==> src/rtl/pipeline_ctrl.sv <==
// Hazard and sequencing controller for the five-stage pipeline: per-stage hold/flush/bubble,
// PC write enable, drain-then-halt sequencing and saturating stall/flush counters.
module pipeline_ctrl #(
    parameter int CNT_W     = 16,
    parameter int DRAIN_CYC = 3
) (
    input  logic             clk,
    input  logic             rst_b,
    input  logic [31:0]      inst_ID,
    input  logic             uses_rt_ID,
    input  logic [4:0]       rd_num_EX,
    input  logic [4:0]       rd_num_MEM,
    input  logic [4:0]       rd_num_WB,
    input  logic             we_EX,
    input  logic             we_MEM,
    input  logic             we_WB,
    input  logic             redirect_MEM,
    input  logic             mem_access_MEM,
    input  logic             cache_ready,
    output logic             pc_we,
    output logic             hold_ifid,
    output logic             flush_ifid,
    output logic             bubble_idex,
    output logic             flush_exmem,
    output logic             freeze_all,
    output logic             halted,
    output logic [CNT_W-1:0] stall_count,
    output logic [CNT_W-1:0] flush_count
);

    localparam logic [1:0] RUN      = 2'd0;
    localparam logic [1:0] MEM_WAIT = 2'd1;
    localparam logic [1:0] DRAIN    = 2'd2;
    localparam logic [1:0] HALTED   = 2'd3;

    localparam int DW = (DRAIN_CYC > 1) ? $clog2(DRAIN_CYC) : 1;

    logic [1:0]    state, next_state;
    logic [DW-1:0] drain_cnt, next_drain;
    logic          stall_inc, flush_inc;

    logic [4:0] rs, rt;
    logic       hit_rs, hit_rt, raw, syscall_ID, miss;

    assign rs = inst_ID[25:21];
    assign rt = inst_ID[20:16];

    // No write-through in the register file, so a WB producer still has to stall.
    assign hit_rs = (rs != 5'd0) && ((we_EX  && rd_num_EX  == rs) ||
                                     (we_MEM && rd_num_MEM == rs) ||
                                     (we_WB  && rd_num_WB  == rs));
    assign hit_rt = (rt != 5'd0) && ((we_EX  && rd_num_EX  == rt) ||
                                     (we_MEM && rd_num_MEM == rt) ||
                                     (we_WB  && rd_num_WB  == rt));
    assign raw        = hit_rs || (uses_rt_ID && hit_rt);
    assign syscall_ID = (inst_ID[31:26] == 6'd0) && (inst_ID[5:0] == 6'h0C);
    assign miss       = mem_access_MEM && !cache_ready;

    always_comb begin
        // NOTE: every output and next-state value gets a default so no path infers a latch.
        pc_we       = 1'b0;
        hold_ifid   = 1'b0;
        flush_ifid  = 1'b0;
        bubble_idex = 1'b0;
        flush_exmem = 1'b0;
        freeze_all  = 1'b0;
        next_state  = state;
        next_drain  = drain_cnt;
        stall_inc   = 1'b0;
        flush_inc   = 1'b0;

        if (state == HALTED) begin
            freeze_all = 1'b1;
        end else if (miss) begin
            // A miss while draining keeps DRAIN with the drain counter frozen.
            freeze_all = 1'b1;
            stall_inc  = 1'b1;
            next_state = (state == DRAIN) ? DRAIN : MEM_WAIT;
        end else if (redirect_MEM) begin
            pc_we       = 1'b1;
            flush_ifid  = 1'b1;
            bubble_idex = 1'b1;
            flush_exmem = 1'b1;
            flush_inc   = 1'b1;
            next_state  = RUN;
        end else if (state == DRAIN) begin
            hold_ifid   = 1'b1;
            bubble_idex = 1'b1;
            if (drain_cnt == '0) next_state = HALTED;
            else                 next_drain = drain_cnt - 1'b1;
        end else if (syscall_ID) begin
            hold_ifid   = 1'b1;
            bubble_idex = 1'b1;
            next_state  = DRAIN;
            next_drain  = DW'(DRAIN_CYC - 1);
        end else if (raw) begin
            hold_ifid   = 1'b1;
            bubble_idex = 1'b1;
            stall_inc   = 1'b1;
            next_state  = RUN;
        end else begin
            pc_we      = 1'b1;
            next_state = RUN;
        end
    end

    always_ff @(posedge clk) begin
        if (!rst_b) begin
            state       <= RUN;
            drain_cnt   <= '0;
            halted      <= 1'b0;
            stall_count <= '0;
            flush_count <= '0;
        end else begin
            state     <= next_state;
            drain_cnt <= next_drain;
            halted    <= (next_state == HALTED);
            if (stall_inc && stall_count != '1) stall_count <= stall_count + 1'b1;
            if (flush_inc && flush_count != '1) flush_count <= flush_count + 1'b1;
        end
    end

endmodule

==> config.mk <==
export PLATFORM = sky130hd
export DESIGN_NAME = pipeline_ctrl
export DESIGN_NICKNAME = d
export VERILOG_FILES = /design/src/rtl/pipeline_ctrl.sv
export SDC_FILE = /design/constraint.sdc
export NUM_CORES = 1
export LEC_CHECK = 0
export ABC_AREA = 1
export CAP_MARGIN = 20
export CORE_MARGIN = 5
export CORE_UTILIZATION = 35
export DETAILED_ROUTE_END_ITERATION = 8
export GPL_TIMING_DRIVEN = 1
export PLACE_DENSITY = 0.73
export SYNTH_ARGS = -nofsm -noshare
export SYNTH_HDL_FRONTEND = slang
export SYNTH_SLANG_ARGS = --single-unit
export TNS_END_PERCENT = 100
==> constraint.sdc <==
create_clock -name clk -period 1.9 [get_ports clk]
set_clock_uncertainty 0.05 [all_clocks]
set_input_delay 0.38 -clock clk [delete_from_list [all_inputs] [get_ports clk]]
set_output_delay 0.38 -clock clk [all_outputs]
set_load 0.03 [all_outputs]
== Word-level counts from Yosys, hierarchy flattened ==
Index checks and enable logic that the tools add are counted.
Storage, ports and cells
  word-level logic and storage cells: 84
  register bits: 37
  input port bits: 56
Operators by class
  mux-type cells: 35
  add/subtract/negate cells: 3
  equal/unequal tests: 13
  reduce and logical (&&, ||, !) cells: 25
  bitwise gates (word level): 3
Operators with widths (count)
  adder 16 x 1 -> 16 bit, second input constant: 2
  inequality test 16 bit, second input constant: 2
  == test 5 bit: 6
  two-way mux 1 bit: 25
  two-way mux 2 bit: 10
  logical AND 1 bit: 13
  nonzero test 5 bit: 2
  == test 2 bit, second input constant: 3
  == test 6 x 4 -> 1 bit, second input constant: 1
  logical NOT 6 bit: 1
  logical OR 1 bit: 5
  AND reduction 5 bit: 1
  inverter 1 bit: 3
  logical NOT 2 bit: 1
  inequality test 2 bit, second input constant: 1
  nonzero test 2 bit: 1
  subtractor 2 x 1 -> 2 bit, second input constant: 1
  logical NOT 1 bit: 1

== Logic depth before layout (Yosys ltp) ==
  depth after elaboration: 14
  depth in mapped cells: 14

== Worst setup path after synthesis ==
Ideal clock, no wire load.
  kind: flip-flop to flip-flop
  start point: register stall_count[0]
  end point: register stall_count[7]
  data arrival time: 1.766 ns
  stages on the path, launching flop included: 9
  setup slack: 0.013 ns
  library setup time: 0.071 ns
  cells stage by stage: dfxtp_1 -> ha_1 -> nand2_1 -> nor2_1 -> nand4_1 -> nand3_2 -> buf_6 -> nand2_1 -> a21oi_1
On the way
  word-level cells in the longest chain between the ends: 2
  elaborated cells on any way between the ends: 3
  those cells by class: add/sub: 1; eq/ne: 1; reduce/logical: 1
RTL lines
  from (decl): line 27  | output logic [CNT_W-1:0] stall_count,
  from (signal assigned): line 118  | if (stall_inc && stall_count != '1) stall_count <= stall_count + 1'b1;
  branches (longest 2 deep; another with adder 16 x 1 -> 16 bit)
Several ways; the timed one is not identified.
A chain may end at the register's enable or synchronous reset.

== Final worst setup path ==
  start point: input inst_ID[16]
  end point: output hold_ifid
On the way
  word-level cells in the longest chain between the ends: 13
  elaborated cells on any way between the ends: 18
  those cells by class: eq/ne: 3; mux: 6; reduce/logical: 9
RTL lines
  from (decl): line 9  | input logic [31:0] inst_ID,
  == test 5 bit (on tied branches): line 52, 53
  logical AND 1 bit (on tied branches): line 52, 53
  logical OR 1 bit: line 52  | assign hit_rt = (rt != 5'd0) && ((we_EX && rd_num_EX == rt) ||
  logical OR 1 bit: line 53  | (we_MEM && rd_num_MEM == rt) ||
  logical AND 1 bit (*): line 52
  logical AND 1 bit (*): line 55  | assign raw = hit_rs || (uses_rt_ID && hit_rt);
  logical OR 1 bit (*): line 55
  two-way mux 1 bit (*): line 96  | end else if (raw) begin
  two-way mux 1 bit (*): line 91  | end else if (syscall_ID) begin
  two-way mux 1 bit (*): line 86  | end else if (state == DRAIN) begin
  two-way mux 1 bit (*): line 79  | end else if (redirect_MEM) begin
  two-way mux 1 bit (*): line 74  | end else if (miss) begin
  two-way mux 1 bit (*): line 72  | if (state == HALTED) begin
  to (decl): line 21  | output logic hold_ifid,
Every way passes the cells marked *; elsewhere a longest branch is shown, timed or not.

==> reports/metrics.yaml <==
outcome:
  status: "complete, but fails checks"
  failed_checks: "negative setup slack"
power:
  cellPowerDensity_mw_per_mm2: 434
  p_leak_nw: 2.06
  peakVddDrop_v: 0.000279
yosys:
  netlist_area_mm2: 0.00268
  synth_top_area_share: 0.276
  syn-num-nets: 501
  avgSynthCellArea_um2: 6.07
  ys_types: 34
  ys.flop_type: "dfxtp_1"
  async_flop_share: 0
  synth_seq_cells: 37
  synth_edf_count: 0
  synth_warnings: 0
  synth_area_leaders: "dfxtp_1, nand2_1, nor2_1"
  yosysSeqAreaShare: 0.276
  yosysTopAreaCell: "dfxtp_1"
  synthCells: 442
global_route:
  top_usage_layer: "met2"
  use_met3: 0.0359
  met2_usage: 0.269
  antenna_found_initial: 0
  track_usage: 0.165
  grt_pass1_vias: 3107
  overflow: 0
  grt_pass1_wl_um: 13500
  grt_max_degree: 18
  use_met1: 0.216
sta:
  final.setup.tns_ns: -0.0364
  rsz0062_at_grt: "yes"
  final-hold-violation-count: 0
  slew_violations: 0
  slew_headroom: 0.675
  worst-slew-pin-transition_ns: 0.484
  min_period_ns: 1.93
  fmax_mhz: 519
  setup_viol: 2
  fin_ws_ns: -0.0283
  min_period_over_period: 1.01
worst_setup_path:
  startpoint_type: "input pin"
  end_kind: "output pin"
  cp_data_required_time_ns: 1.47
  critPathMaxFanout: 2
  critPathArrivalTime_ns: 1.50
  crit_type: "input pin to output pin"
clock_tree:
  cts_inserted_buffers: 5
  clockBufferDepth: 2
  h-tree-depth: 2
  clock_latency_ns: 0.29
  cts_tree: "built"
  cts.sinks: 37
  clkSlewWorstSetupHoldPaths_ns: 0.08
  cts-root-buf: "clkbuf_8"
cells_and_area:
  design_area_mm2: 0.00417
  syn2layout_area_growth_pct: 55.5
  diodes: 0
  drive_gt1_frac: 0.304
  layout.cells.non_filler: 667
  fillCellCount: 746
  finalNetCount: 623
placement:
  place_area_mm2: 0.00386
  io_buffers: 84
  place_ws_ns: -0.503
  dp_hpwl_um: 6430
  place_congestion: 0.871
  dp.cells: 654
job:
  maxCapViolCount: 0
min_path:
  hold_path_class: "flop to flop"
floorplanning:
  initial_core_util: 0.353
  dieArea_mm2: 0.00952
  die_y_um: 97.6
  die_x_um: 97.6
  placementRows: 32
  io_pins: 95
  coreArea_mm2: 0.00761
detailed_routing:
  drt_pass1_iterations: 4
  viasPerCell: 4.96
  wl_per_cell_um: 12.3
  vias: 3306
  ant_nets: 0
  routed_wl_um: 8200
  drc_errors: 0
  first_iter_violations: 215
==> stage by stage <==
| step | hold WS [ns] | utilization | power [mW] |
|---|---|---|---|
| floorplan | 0.442 | - | 1.02 |
| global placement | 0.445 | 0.507 | 1.23 |
| detailed placement | 0.455 | 0.507 | 1.24 |
| CTS | 0.469 | 0.519 | 1.78 |
| global route | 0.494 | 0.549 | 1.91 |
| finish | 0.440 | 0.549 | 1.81 |
==> kinds of logic (layout without fill, tap and decap cells) <==
group	after synthesis	count (layout)	synth area share
AO/OA/AOI/OAI	49	49	0.0974
XOR/XNOR	15	15	0.0490
adder cells (fa/ha/maj)	3	3	0.0140
buffers and inverters	71	194	0.107
flip-flops	37	37	0.276
AND/OR/NAND/NOR	267	267	0.457
==> synthesized netlist by cell type, drive strengths merged, types with 2 or more instances <==
master,number
inv,63
nand2,137
nand3,24
nand4,21
nor2,65
ha,3
a31oi,2
xnor2,7
clkbuf,5
xor2,8
dfxtp,37
nor3,15
o21ai,18
buf,3
a21oi,25
a22oi,2
nor4,2
==> critical path: stages <==
cell	delay, ns
buf_6	0.10
buf_6	0.11
nand2_2	0.05
nand2_2	0.05
nor2_2	0.07
nand3_1	0.07
nand3_1	0.09
nand2_1	0.07
nand4_1	0.13
nand2_1	0.08
inv_2	0.07
nand2_1	0.05
inv_1	0.06
buf_6	0.13
==> layout by cell type, fill, tap and decap left out, types with 2 or more instances in the layout <==
cell             synthesis  final
a21oi_1                 25     24
a22oi_1                  2      2
a31oi_1                  2      2
buf_12                   0      2
buf_2                    0      8
buf_4                    2     40
buf_6                    1     22
buf_8                    0      2
clkbuf_2                 0      2
clkbuf_8                 0      5
clkdlybuf4s50_1          0     22
clkinv_2                 0      2
dfxtp_1                 37     34
dfxtp_2                  0      3
dlygate4sd2_1            0     13
dlymetal6s2s_1           0     11
ha_1                     3      3
inv_1                   51     36
inv_2                   10     15
inv_4                    2     12
nand2_1                131    114
nand2_2                  3     20
nand2_4                  3      3
nand3_1                 22     22
nand3_2                  2      2
nand4_1                 21     21
nor2_1                  60     45
nor2_2                   1     14
nor2_4                   3      5
nor3_1                  12      8
nor3_2                   2      5
nor3_4                   1      2
nor4_1                   2      2
o21ai_0                 16     11
o21ai_1                  2      5
o21ai_2                  0      2
xnor2_1                  7      7
xor2_1                   8      8
==> where the power goes <==
part / total (mW) / switching [mW] / internal, mW
clock: 0.542 / 0.288 / 0.253
combinational: 0.472 / 0.255 / 0.217
sequential: 0.796 / 0.0111 / 0.785
total: 1.81 / 0.554 / 1.26
==> metal layers <==
metal / vias up / part of all wire
met3: 15 / 0.064
met1: 1503 / 0.43
met2: 127 / 0.48
met5: - / 0
met4: 0 / 0.021
li1: 1661 / -
==> flip-flops by register name, summed over array words and instances, names as in the netlist <==
register and flops:
state 2, halted 1, flush_count 16, drain_cnt 2, stall_count 16
==> cell type report <==
cell class	count	area, um^2	share of cell area
Clock buffer	5	68.8	0.0165
Multi-Input combinational cell	334	1800	0.431
Clock inverter	3	17.5	0.00420
Inverter	63	267	0.0638
Sequential cell	37	744	0.178
Tap cell	102	128	0.0306
Timing Repair Buffer	123	1150	0.275
==> repair_timing <==
action	4_1_cts	5_1_grt
hold buffers	0	0
buffers inserted	2	3
pin swaps	53	39
setup endpoints to repair	25	25
gates resized for setup	190	79
==> final timing paths <==
check	end	startpoint	slack, ns	cells after the start
setup reg to reg	flush_count[14]	flush_count[0]	0.16	7
setup / recovery	hold_ifid	inst_ID[16]	-0.03	14
hold reg to reg	flush_count[0]	flush_count[0]	0.44	1
hold / removal	flush_count[0]	flush_count[0]	0.44	1
Power figures use the tool's default switching activity.
